### config.mk
export PLATFORM = sky130hd
export DESIGN_NAME = seg_scan_ctrl
export DESIGN_NICKNAME = d
export VERILOG_FILES = /design/src/rtl/seg_scan_ctrl.sv
export SDC_FILE = /design/constraint.sdc
export NUM_CORES = 1
export LEC_CHECK = 0
export ABC_CLOCK_PERIOD_IN_PS = 3900
export CAP_MARGIN = 40
export CORE_ASPECT_RATIO = 0.8
export CORE_MARGIN = 5
export CORE_UTILIZATION = 52
export CTS_BUF_LIST = sky130_fd_sc_hd__clkbuf_2
export CTS_CLUSTER_DIAMETER = 40
export CTS_CLUSTER_SIZE = 10
export DETAILED_ROUTE_END_ITERATION = 6
export HOLD_SLACK_MARGIN = 0.06
export PLACE_DENSITY = 0.76
export RECOVER_POWER = 50
export SKIP_LAST_GASP = 1
export SYNTH_ARGS = -nofsm -noshare
export SYNTH_HDL_FRONTEND = slang
export SYNTH_SLANG_ARGS = --single-unit
export TNS_END_PERCENT = 30
### constraint.sdc
create_clock -name clk -period 3.9 [get_ports clk]
set_input_delay 0.585 -clock clk [delete_from_list [all_inputs] [get_ports clk]]
set_output_delay 0.585 -clock clk [all_outputs]
set_load 0.005 [all_outputs]
### src/rtl/seg_scan_ctrl.sv
// Eight-digit multiplexed seven-segment scan controller.
// Each slot drives one digit for CLK_DIV cycles and then blanks every digit
// for BLANK_CYC cycles. A double-buffered frame store (pending/active) makes
// sure a new frame is only shown from a frame boundary onwards.
module seg_scan_ctrl #(
  parameter int CLK_DIV   = 50000,
  parameter int BLANK_CYC = 16
) (
  input  logic        clk,
  input  logic        rst,
  input  logic        wr_valid,
  output logic        wr_ready,
  input  logic [31:0] wr_data,
  input  logic [7:0]  dp_in,
  input  logic [7:0]  digit_en,
  output logic [7:0]  seg_led,
  output logic [7:0]  digtal_sw,
  output logic        frame_done
);

  localparam int MAXC = (CLK_DIV > BLANK_CYC) ? CLK_DIV : BLANK_CYC;
  localparam int CW   = (MAXC > 1) ? $clog2(MAXC) : 1;

  typedef enum logic {
    DISP  = 1'b0,
    BLANK = 1'b1
  } state_t;

  state_t        state, state_nxt;
  logic [2:0]    idx, idx_nxt;
  logic [CW-1:0] cnt, cnt_nxt;
  logic          enter_disp;
  logic          boundary;
  logic          copy;
  logic          boot;
  logic          en_cur, en_nxt;

  logic [31:0]   act_data, act_data_nxt;
  logic [7:0]    act_dp, act_dp_nxt;
  logic [31:0]   pend_data;
  logic [7:0]    pend_dp;

  logic [3:0]    nib_nxt;
  logic [7:0]    seg_nxt;
  logic [7:0]    sw_nxt;
  logic          fd_nxt;

  // BCD to segment pattern (g..a); codes above 9 blank the digit.
  function automatic logic [6:0] decode(input logic [3:0] nib);
    logic [6:0] seg;
    case (nib)
      4'd0:    seg = 7'h3F;
      4'd1:    seg = 7'h06;
      4'd2:    seg = 7'h5B;
      4'd3:    seg = 7'h4F;
      4'd4:    seg = 7'h66;
      4'd5:    seg = 7'h6D;
      4'd6:    seg = 7'h7D;
      4'd7:    seg = 7'h07;
      4'd8:    seg = 7'h7F;
      4'd9:    seg = 7'h6F;
      default: seg = 7'h00;
    endcase
    return seg;
  endfunction

  // Scan state register; reset parks in the last blank cycle of digit 7 so the
  // first edge after reset lands in DISP at digit 0 with the counter at 0.
  always_ff @(posedge clk or posedge rst) begin
    if (rst) begin
      state <= BLANK;
      idx   <= 3'd7;
      cnt   <= CW'(BLANK_CYC - 1);
    end else begin
      state <= state_nxt;
      idx   <= idx_nxt;
      cnt   <= cnt_nxt;
    end
  end

  // Next scan state plus the next values of the registered display outputs.
  always_comb begin
    state_nxt    = state;
    idx_nxt      = idx;
    cnt_nxt      = cnt + CW'(1);
    enter_disp   = 1'b0;
    case (state)
      DISP: begin
        if (cnt == CW'(CLK_DIV - 1)) begin
          state_nxt = BLANK;
          cnt_nxt   = '0;
        end
      end
      BLANK: begin
        if (cnt == CW'(BLANK_CYC - 1)) begin
          state_nxt  = DISP;
          cnt_nxt    = '0;
          idx_nxt    = idx + 3'd1;
          enter_disp = 1'b1;
        end
      end
      default: begin
        state_nxt = BLANK;
        cnt_nxt   = '0;
      end
    endcase

    boundary     = enter_disp && (idx == 3'd7);
    copy         = boundary && !wr_ready;
    act_data_nxt = copy ? pend_data : act_data;
    act_dp_nxt   = copy ? pend_dp   : act_dp;
    en_nxt       = enter_disp ? digit_en[idx_nxt] : en_cur;
    nib_nxt      = act_data_nxt[{idx_nxt, 2'b00} +: 4];

    seg_nxt = 8'h00;
    sw_nxt  = 8'hFF;
    if ((state_nxt == DISP) && en_nxt) begin
      seg_nxt = {act_dp_nxt[idx_nxt], decode(nib_nxt)};
      sw_nxt  = ~(8'h01 << idx_nxt);
    end
    fd_nxt = boundary && !boot;
  end

  // Registered display outputs, slot enable and frame-done pulse.
  always_ff @(posedge clk or posedge rst) begin
    if (rst) begin
      seg_led    <= 8'h00;
      digtal_sw  <= 8'hFF;
      frame_done <= 1'b0;
      en_cur     <= 1'b0;
      boot       <= 1'b1;
    end else begin
      seg_led    <= seg_nxt;
      digtal_sw  <= sw_nxt;
      frame_done <= fd_nxt;
      en_cur     <= en_nxt;
      boot       <= 1'b0;
    end
  end

  // Frame buffers: accept into pending when ready, promote to active at the
  // frame boundary. Ready low means pending holds an undisplayed frame.
  always_ff @(posedge clk or posedge rst) begin
    if (rst) begin
      act_data  <= '0;
      act_dp    <= '0;
      pend_data <= '0;
      pend_dp   <= '0;
      wr_ready  <= 1'b1;
    end else begin
      act_data <= act_data_nxt;
      act_dp   <= act_dp_nxt;
      if (copy) begin
        wr_ready <= 1'b1;
      end else if (wr_valid && wr_ready) begin
        pend_data <= wr_data;
        pend_dp   <= dp_in;
        wr_ready  <= 1'b0;
      end
    end
  end

endmodule

Word-level counts from Yosys, hierarchy flattened
Memories as Yosys holds them, arrays and structs flattened.
Index checks and enable logic that the tools add are counted.
- register bits after elaboration: 120
- ROM bits: 112
- input bits: 51
- output and inout bits: 18
- memories kept: 1
- memories (memory ; words ; width ; rd ports ; clocked after memory_dff ; wr ports ; line ; RTL):
    (no name shown) ; 16 ; 7 ; 1 ; 0 ; 0 ; 51 ; case (nib)
- add/subtract/negate cells: 2
- order comparisons: 1
- equal/unequal tests: 3
- shift operators: 2
- muxes and demuxes: 21
- bitwise logic cells: 4
- reduce and logical (&&, ||, !) cells: 9
- operator list (operator ; count):
    16-bit 2-to-1 mux ; 2
    32-bit 2-to-1 mux ; 1
    16-bit one-hot mux with 2 select lines ; 1
    32-bit by 6-bit variable part select with 4-bit output ; 1
    8-bit 2-to-1 mux ; 3
    16-bit by 1-bit adder with 16-bit output, second input constant ; 1
    16-bit equality test, second input constant ; 1
    16-bit by 4-bit equality test with 1-bit output, second input constant ; 1
    1-bit 2-to-1 mux ; 9
    8-bit NOT ; 1
    1-bit by 3-bit << shifter with 8-bit output, first input constant ; 1
    1-bit binary-select mux with 3-bit select ; 2
    3-bit 2-to-1 mux ; 2
    1-bit logical AND ; 5
    3-bit by 4-bit < comparator with 1-bit output, second input constant ; 1
    3-bit by 1-bit adder with 3-bit output, second input constant ; 1
    3-bit equality test, second input constant ; 1
    1-bit NOT ; 3
    1-bit zero test ; 2
    1-bit one-hot mux with 2 select lines ; 1
    2-bit AND reduction ; 1
    2-bit nonzero test ; 1

Logic depth before layout (Yosys ltp)
- word-level depth: 9
- gate-level depth with buffers: 18
- gate-level depth less buffers: 15

Worst setup path after synthesis
No wires, ideal clock.
- path type: reg-to-reg
- from: register idx[0]
- to: register seg_led[0]
- arrival: 3.281 ns
- data required time: 3.806 ns
- path slack: 0.525 ns
- cell stages (with the launch flop): 15
- path buffers: 2
- clock period less this slack: 3.375 ns
- cell sequence: dfstp_2 -> ha_1 -> ha_1 -> nor2b_1 -> clkbuf_1 -> nand3_1 -> nor2_1 -> clkbuf_1 -> nand2_1 -> nand2_1 -> a311oi_1 -> o22a_1 -> ha_1 -> mux2_2 -> a211oi_1
- elaborated cells on any way between the ends: 14
- those cells by class: 1 x add/sub; 1 x eq/ne; 1 x shift; 7 x mux; 3 x reduce/logical; 1 x memory
- RTL lines (element ; line ; RTL):
    start: declaration ; 30 ; logic [2:0] idx, idx_nxt;
    start signal: assignment ; 76 ; idx <= idx_nxt;
    3-bit equality test ; 108 ; boundary = enter_disp && (idx == 3'd7);
    1-bit logical AND ; 108 ;
    1-bit logical AND ; 109 ; copy = boundary && !wr_ready;
    32-bit 2-to-1 mux ; 110 ; act_data_nxt = copy ? pend_data : act_data;
    via act_data_nxt[0] ; 38 ; logic [31:0] act_data, act_data_nxt;
    32-bit by 6-bit variable part select with 4-bit output ; 113 ; nib_nxt = act_data_nxt[{idx_nxt, 2'b00} +: 4];
    memory 16 x 7 bit ; n/a ;
    8-bit 2-to-1 mux ; 117 ; if ((state_nxt == DISP) && en_nxt) begin
    via seg_nxt[0] ; 44 ; logic [7:0] seg_nxt;
    end signal: assignment ; 133 ; seg_led <= seg_nxt;
    end: declaration ; 16 ; output logic [7:0] seg_led,
The timed path passes the listed nets, and every way through them passes these cells. The select of a mux whose other input is x is not followed.
A chain may end at the register's enable or synchronous reset.

Worst setup path in the final report
- from: register cnt[0]
- to: register seg_led[6]
- word-level cells in the longest chain between the ends: 9
- elaborated cells on any way between the ends: 20
- those cells by class: 2 x eq/ne; 1 x shift; 12 x mux; 1 x bitwise; 3 x reduce/logical; 1 x memory
- RTL lines (element ; line ; RTL):
    start: declaration ; 31 ; logic [CW-1:0] cnt, cnt_nxt;
    start signal: assignment ; 73 ; cnt <= CW'(BLANK_CYC - 1);
    start signal: assignment ; 77 ; cnt <= cnt_nxt;
    16-bit by 4-bit equality test with 1-bit output ; 95 ; if (cnt == CW'(BLANK_CYC - 1)) begin
    1-bit 2-to-1 mux ; 95 ;
    1-bit 2-to-1 mux ; 87 ; case (state)
    1-bit logical AND ; 108 ;
    1-bit logical AND ; 109 ;
    32-bit 2-to-1 mux ; 110 ;
    32-bit by 6-bit variable part select with 4-bit output ; 113 ;
    memory 16 x 7 bit ; n/a ;
    8-bit 2-to-1 mux * ; 117 ;
    via seg_nxt[6] ; 44 ;
Mark *: on every way through the listed nets, which the timed path passes. The rest lies on a longest branch. The select of a mux whose other input is x is not followed.

==> reports/results.tsv <==
stage	metric	value	unit
status	status	finished with violations	
status	failing checks	max-capacitance violations, max-slew violations	
die	num rows	33	
routing	DR pass1 iterations	5	
sta	TNS Setup	0	ns
sta	f_max	275	MHz
global_route	largest net degree at the start of global routing	70	
die	num ports	69	
synth	Async SR Flop Fraction	100	%
placed_design	port buffer count	68	
routing	DRT iter0 DRCs	351	
synth	top post-synthesis cells by count	dfrtp_1 (102), nand2_1 (83), mux2_2 (53)	
global_route	GR Overflow Total	0	
die	Die ar.	0.0130	mm2
finish	antenna cell count	0	
global_route	GRT met3 Usage	7.09	%
routing	WL final	12200	um
sta	Final min period	3.63	ns
synth	mapped cell area	0.00560	mm2
finish	Final Cell Area	0.00669	mm2
finish	share of cells above drive strength 1	22.6	%
sta	Tcrit/Tclk final	93.1	%
synth	Synth Instances	496	
sta	worst slew pin tran	1.98	ns
die	die width	126	um
synth	syn avg cell area	11.3	um2
sta	Rel. slew slack	-32.0	%
min_path	worst min-delay path category	in2async	
global_route	initial antenna violation count	0	
sta	unrepaired setup endpoints after global routing	false	
placed_design	DP HPWL	8810	um
cts	CTS clk-pin slew, worst paths	0.16	ns
die	starting density of the core	53.8	%
critical_path	startpoint type of the worst setup path	register	
power_and_ir_drop	maximum VDD drop	239	uV
routing	post-route ant nets	0	
cts	clock root buffer	clkbuf_2	
critical_path	crit end category	register	
sta	final setup fails	0	
finish	Filler cells	865	
routing	drt wl/cell	16.7	um
global_route	global-route wire length before repair	20300	um
global_route	routing usage on met1	29.5	%
critical_path	CP max FO	10	
global_route	vias in the first global route	3902	
global_route	gr usage total	20.2	%
synth	top cells by area, synth	dfrtp_1 (46%), mux2_2 (11%), dfstp_2 (8.5%), nand2_1 (5.6%), mux2i_1 (3.2%)	
cts	TritonCTS Buffers	17	
cts	# clock sinks	120	
synth	register area share after synthesis	54.1	%
synth	Yosys reg bits	120	
synth	Post-synth EDFFs	0	
placed_design	placed inst area	0.00653	mm2
critical_path	worst endpoint data arrival time	4.20	ns
sta	Hold Fails Final Rpt	0	
cts	H-tree lvl count	4	
routing	DRC errors left	0	
critical_path	Crit Reg-Reg Startpoint	cnt[0]$_DFF_PP1_	
synth	top cell type's share of synthesized area	45.6	%
power_and_ir_drop	LEAKAGE	3.28	nW
sta	Pins Over Slew Limit	108	
routing	DR vias	3959	
synth	Top FF cell, synth	dfrtp_1	
synth	Synth Net Count	554	
finish	Final #Nets	637	
die	core area	0.0104	mm2
synth	total number of yosys warnings	0	
critical_path	WP data required	4.47	ns
global_route	met2 Usage GRT	29.2	%
cts	CTS tree	built	
flow_run	maxcap violations	3	
routing	via/cell ratio	5.41	
placed_design	GPL Wtd Cong	0.868	
cts	clk_lat worst skew	0.66	ns
synth	area leader, netlist	dfrtp_1	
critical_path	CP startpoint	cnt[0]$_DFF_PP1_	
finish	area grow syn2layout	19.5	%
cts	Post-CTS Repair Setup Buffers	0	
power_and_ir_drop	PD cells	317	mW/mm2
synth	most common cell in the netlist	dfrtp_1	
synth	synth unique cells	62	
sta	skew final	0.0197	ns
critical_path	Crit Path Class	reg2reg	
die	DIE HEIGHT	103	um
cts	CTS max path bufs	2	
global_route	layer with the highest usage	met1	
state kept, by name, summed over array words and instances, names as in the netlist:
name and flops:
pend_dp 8, seg_led 8, digtal_sw 8, idx 3, act_dp 8, wr_ready 1
state 1, boot 1, frame_done 1, cnt 16, pend_data 32, en_cur 1
act_data 32
worst max-delay path, stage by stage, from the launching register on:
cell and delay, ns:
dfstp_2 0.57, ha_1 0.18, and3_1 0.30, and3_1 0.42, a21oi_2 0.14, mux2i_2 0.49
o221ai_1 0.27, a211oi_4 0.38, inv_1 0.13, ha_1 0.22, o21a_1 0.20, a211oi_1 0.24
final timing paths:
check,end,slack (ns),cells past startpoint
max in group asynchronous,act_data[11]$_DFF_PP0_,0.67,4
min reg2reg,act_data[16]$_DFF_PP0_,0.50,2
min,digtal_sw[0]$_DFF_PP1_,0.41,2
min in group clk,wr_ready$_DFFE_PP1P_,0.47,2
max,seg_led[6]$_DFF_PP0_,0.27,11
max reg2reg,seg_led[6]$_DFF_PP0_,0.27,11
cell type report:
class	instances	area [um2]	share of cell area (%)
multi-input combinational	332	2400	35.8
clock buffer	20	100	1.50
clock inverter	12	87.6	1.31
sequential	120	3030	45.2
timing repair buffer	84	808	12.1
inverter	24	95.1	1.42
tap	140	175	2.62
cells in the final DEF, fill, tap and decap left out, types with 9 or more instances in the layout:
master,instances
nor2_1,27
a21oi_1,9
buf_4,11
and3_1,10
xor2_1,9
o21ai_0,10
clkdlybuf4s50_1,67
clkbuf_2,21
nand3_1,16
dfrtp_1,102
mux2_2,53
nand2_1,83
or3_1,9
dfstp_2,17
mux2i_1,18
inv_1,21
stage by stage:
stage	worst slack, ns	hold WS, ns	power (mW)	utilization [%]	std cells
floorplan	0.159	0.427	1.40	-	496
CTS	0.242	0.261	2.15	64.6	732
global route	0.0106	0.337	2.23	64.3	732
global placement	0.453	0.441	1.48	62.5	699
finish	0.268	0.407	2.12	64.3	732
detailed placement	0.301	0.454	1.49	62.8	700
power by group:
group	switching [mW]	internal (mW)	leakage (nW)
Clock	0.442	0.225	0.130
Sequential	0.0329	1.29	1.50
Combinational	0.0444	0.0817	1.64
Total	0.519	1.60	3.28
cells by family after synthesis:
kind of cell	after synthesis	share of synthesized area [%]
AOI/OAI and AO/OA	56	7.78
xor gates and xnor gates	14	2.19
adders and majority gates	7	1.56
buffers and inverters	44	3.20
DFF	120	54.1
muxes	76	15.7
other	1	0.0670
and+or+nand+nor	178	15.4
repair_timing:
item                                    CTS  global route
gates resized for setup                   0             2
endpoints found under the setup margin    0             1
hold buffers                              0             0
layer usage:
metal | up-vias | wire, um
met5 | - | 0
li1 | 1903 | -
met4 | 0 | 114
met3 | 13 | 748
met2 | 109 | 5470
met1 | 1934 | 5900
Power figures use the tool's default switching activity.
==> RTL edit, RTL diff (same settings) <==
`BLANK_CYC`: 16 -> 8.
--- a/src/rtl/seg_scan_ctrl.sv
+++ b/src/rtl/seg_scan_ctrl.sv
@@ -4,7 +4,7 @@
 // sure a new frame is only shown from a frame boundary onwards.
 module seg_scan_ctrl #(
   parameter int CLK_DIV   = 50000,
-  parameter int BLANK_CYC = 16
+  parameter int BLANK_CYC = 8
 ) (
   input  logic        clk,
   input  logic        rst,
Check against the original RTL: same outputs for any inputs over 10 cycles, from zero or initial values and one cycle with rst high; that may be too few to reach the edited logic, so the function may still have changed.
==> RTL edit against the original RTL <==
  * The flow still finishes with violations (capacitance limit, slew limit)
  * Synthesized area grew 1.4%
  * Critical path depth shrank 1
  * Sequential cell count is the same
  * Count of clock-buffer cells in the layout grew 1
  * Sequential power is essentially flat
  * Largest cell class unchanged
  * Clock skew grew 0.021 ns
  * Routed wire length shrank 2.9%
  * Maximum frequency shrank 3.3%
  * Power shrank 1.9%
  * Setup slack lost 0.12 ns
  * Final area grew 0.41%
==> RTL edit: results (changes against the original RTL) <==
Setup path
  – R2R cell count: 10 (-1)
  – R2R setup slack: 0.15 ns (-0.12 ns)
  – Setup CP Type: flop to flop
  – Arrival time at the worst endpoint: 4.30 ns (+0.10 ns)
  – Critical path's top delay family: simple AND/OR/NAND/NOR gates
  – Setup crit end: seg_led[0]

Pwr
  – Worst VDD drop: 0.193 mV (-19%)
  – Design Power: 2.08 mW (-1.9%)
  – Pwr dens: 310 nW/um2 (-2.3%)
  – Switching Share: 23.4% (-1.1 points)
  – Leakage power: 3.03 nW (-7.4%)

Detailed routing
  – Top sig layer: met4
  – DRT Pass-1 Iters: 4 (-1)
  – Starting DRC count in detailed routing: 229 (-35%)
  – Drt wl/cell: 17.1 um (+2.1%)
  – Met1 Routed Length: 5.42 mm (-8.1%)
  – Met2 WL post-DR: 5.72 mm (+4.5%)
  – Metal3 WL: 585 um (-22%)
  – Routed vias: 3,790 (-4.3%)

Status
  – Failing checks: capacitance limit, slew limit
  – Outcome: complete, but fails checks

Yosys
  – Multiplexer share of the synthesized area: 19.1% (+3.3 points)
  – Post-Synth Adder-Cell Area: 1.54% (-0.021 points)
  – Mapped Avg Cell Area: 12.2 um2 (+8.4%)
  – Synth cell count leaders: dfrtp_1, mux2_2, nand2_1
  – Post-synthesis xor/xnor area fraction: 2.32% (+0.12 points)
  – Syn_nets: 522 (-5.8%)
  – Largest cells by area after synthesis: dfrtp_1, mux2_2, dfstp_2
  – Seq/Total Area, Yosys: 53.3% (-0.76 points)
  – Complex-gate fraction of the synthesized area: 8.40% (+0.62 points)
  – Netlist cell types: 71 (+15%)

Placed design
  – HPWL Detailed: 8.53 mm (-3.2%)
  – IO buf count: 68 (unchanged)
  – Placement Setup Slack: 0.0123 ns (-0.289 ns)
  – Placed cell area: 6540 um2 (+0.15%)
  – Cell Count Post-Placement: 666 (-4.9%)
  – Final GP Congestion: 0.768 (-12%)

Timing
  – Min Hold Slack: 0.503 ns (+0.0955 ns)
  – Rel. slew slack: -54.5% (-23 points)
  – Clock Skews: 0.0409 ns (+0.0212 ns)
  – Max-slew violation count: 97 (-10%)
  – Fmax: 0.266 GHz (-3.3%)

Clock tree
  – Clock Pin Slew Worst Setup and Hold Paths: 0.18 ns (+0.02 ns)
  – Worst skew pair latency: 0.64 ns (-0.02 ns)
  – Deepest clock path buffer count: 2 (unchanged)

Global route
  – Met3 usage: 5.39% (-1.7 points)
  – All-Layer GR Usage: 19.5% (-0.70 points)
  – M1 GR Usage: 25.7% (-3.8 points)
  – Routing usage on met2: 32.5% (+3.3 points)
  – Vias in the first global route: 3,978 (+1.9%)
  – First-pass GRT wire length: 20.1 mm (-1.3%)
  – Largest net degree at the start of global routing: 67 (-4.3%)

Hold path
  – Min-Delay Path Class: flop to flop

Layout
  – Fillers: 862 (-0.35%)
  – Share of layout cells above drive strength 1: 28.6% (+6.0 points)
  – Final Non-Filler Cells: 696 (-4.9%)
  – Final #Nets: 600 (-5.8%)
  – Top Registers: act_data: 32 flops, pend_data: 32 flops, cnt: 16 flops

Flow run
  – Max_cap viols: 2 (-1)
==> RTL edit: cell count changes after synthesis, sizes merged, moves of 5 or more <==
cell   before  now
and2        1    7
buf         5   10
inv        23   13
mux2       53   82
mux2i      19   12
nand2      85   35
==> RTL edit: timing repair <==
item / 4_1_cts / 5_1_grt
buffers inserted: 0 / 1
endpoints found under the setup margin: 0 / 8
gates resized for setup: 0 / 3
==> RTL edit: layout make-up <==
type	instances	area share, %
clock buffers	21	1.56
clock inverters	8	0.876
inverters	14	0.801
multi-input cells	307	37.0
flip-flops and latches	120	45.0
well taps	144	2.68
repair buffers	82	12.0
==> RTL edit: kinds of logic (layout without fill, tap and decap cells) <==
group | after synthesis | in the layout
mux | 95 | 95
fa+ha+maj | 7 | 7
simple gates | 127 | 127
other cells | 1 | 1
xor+xnor | 15 | 15
flops | 120 | 120
buf+inv | 37 | 125
compound gates | 62 | 62
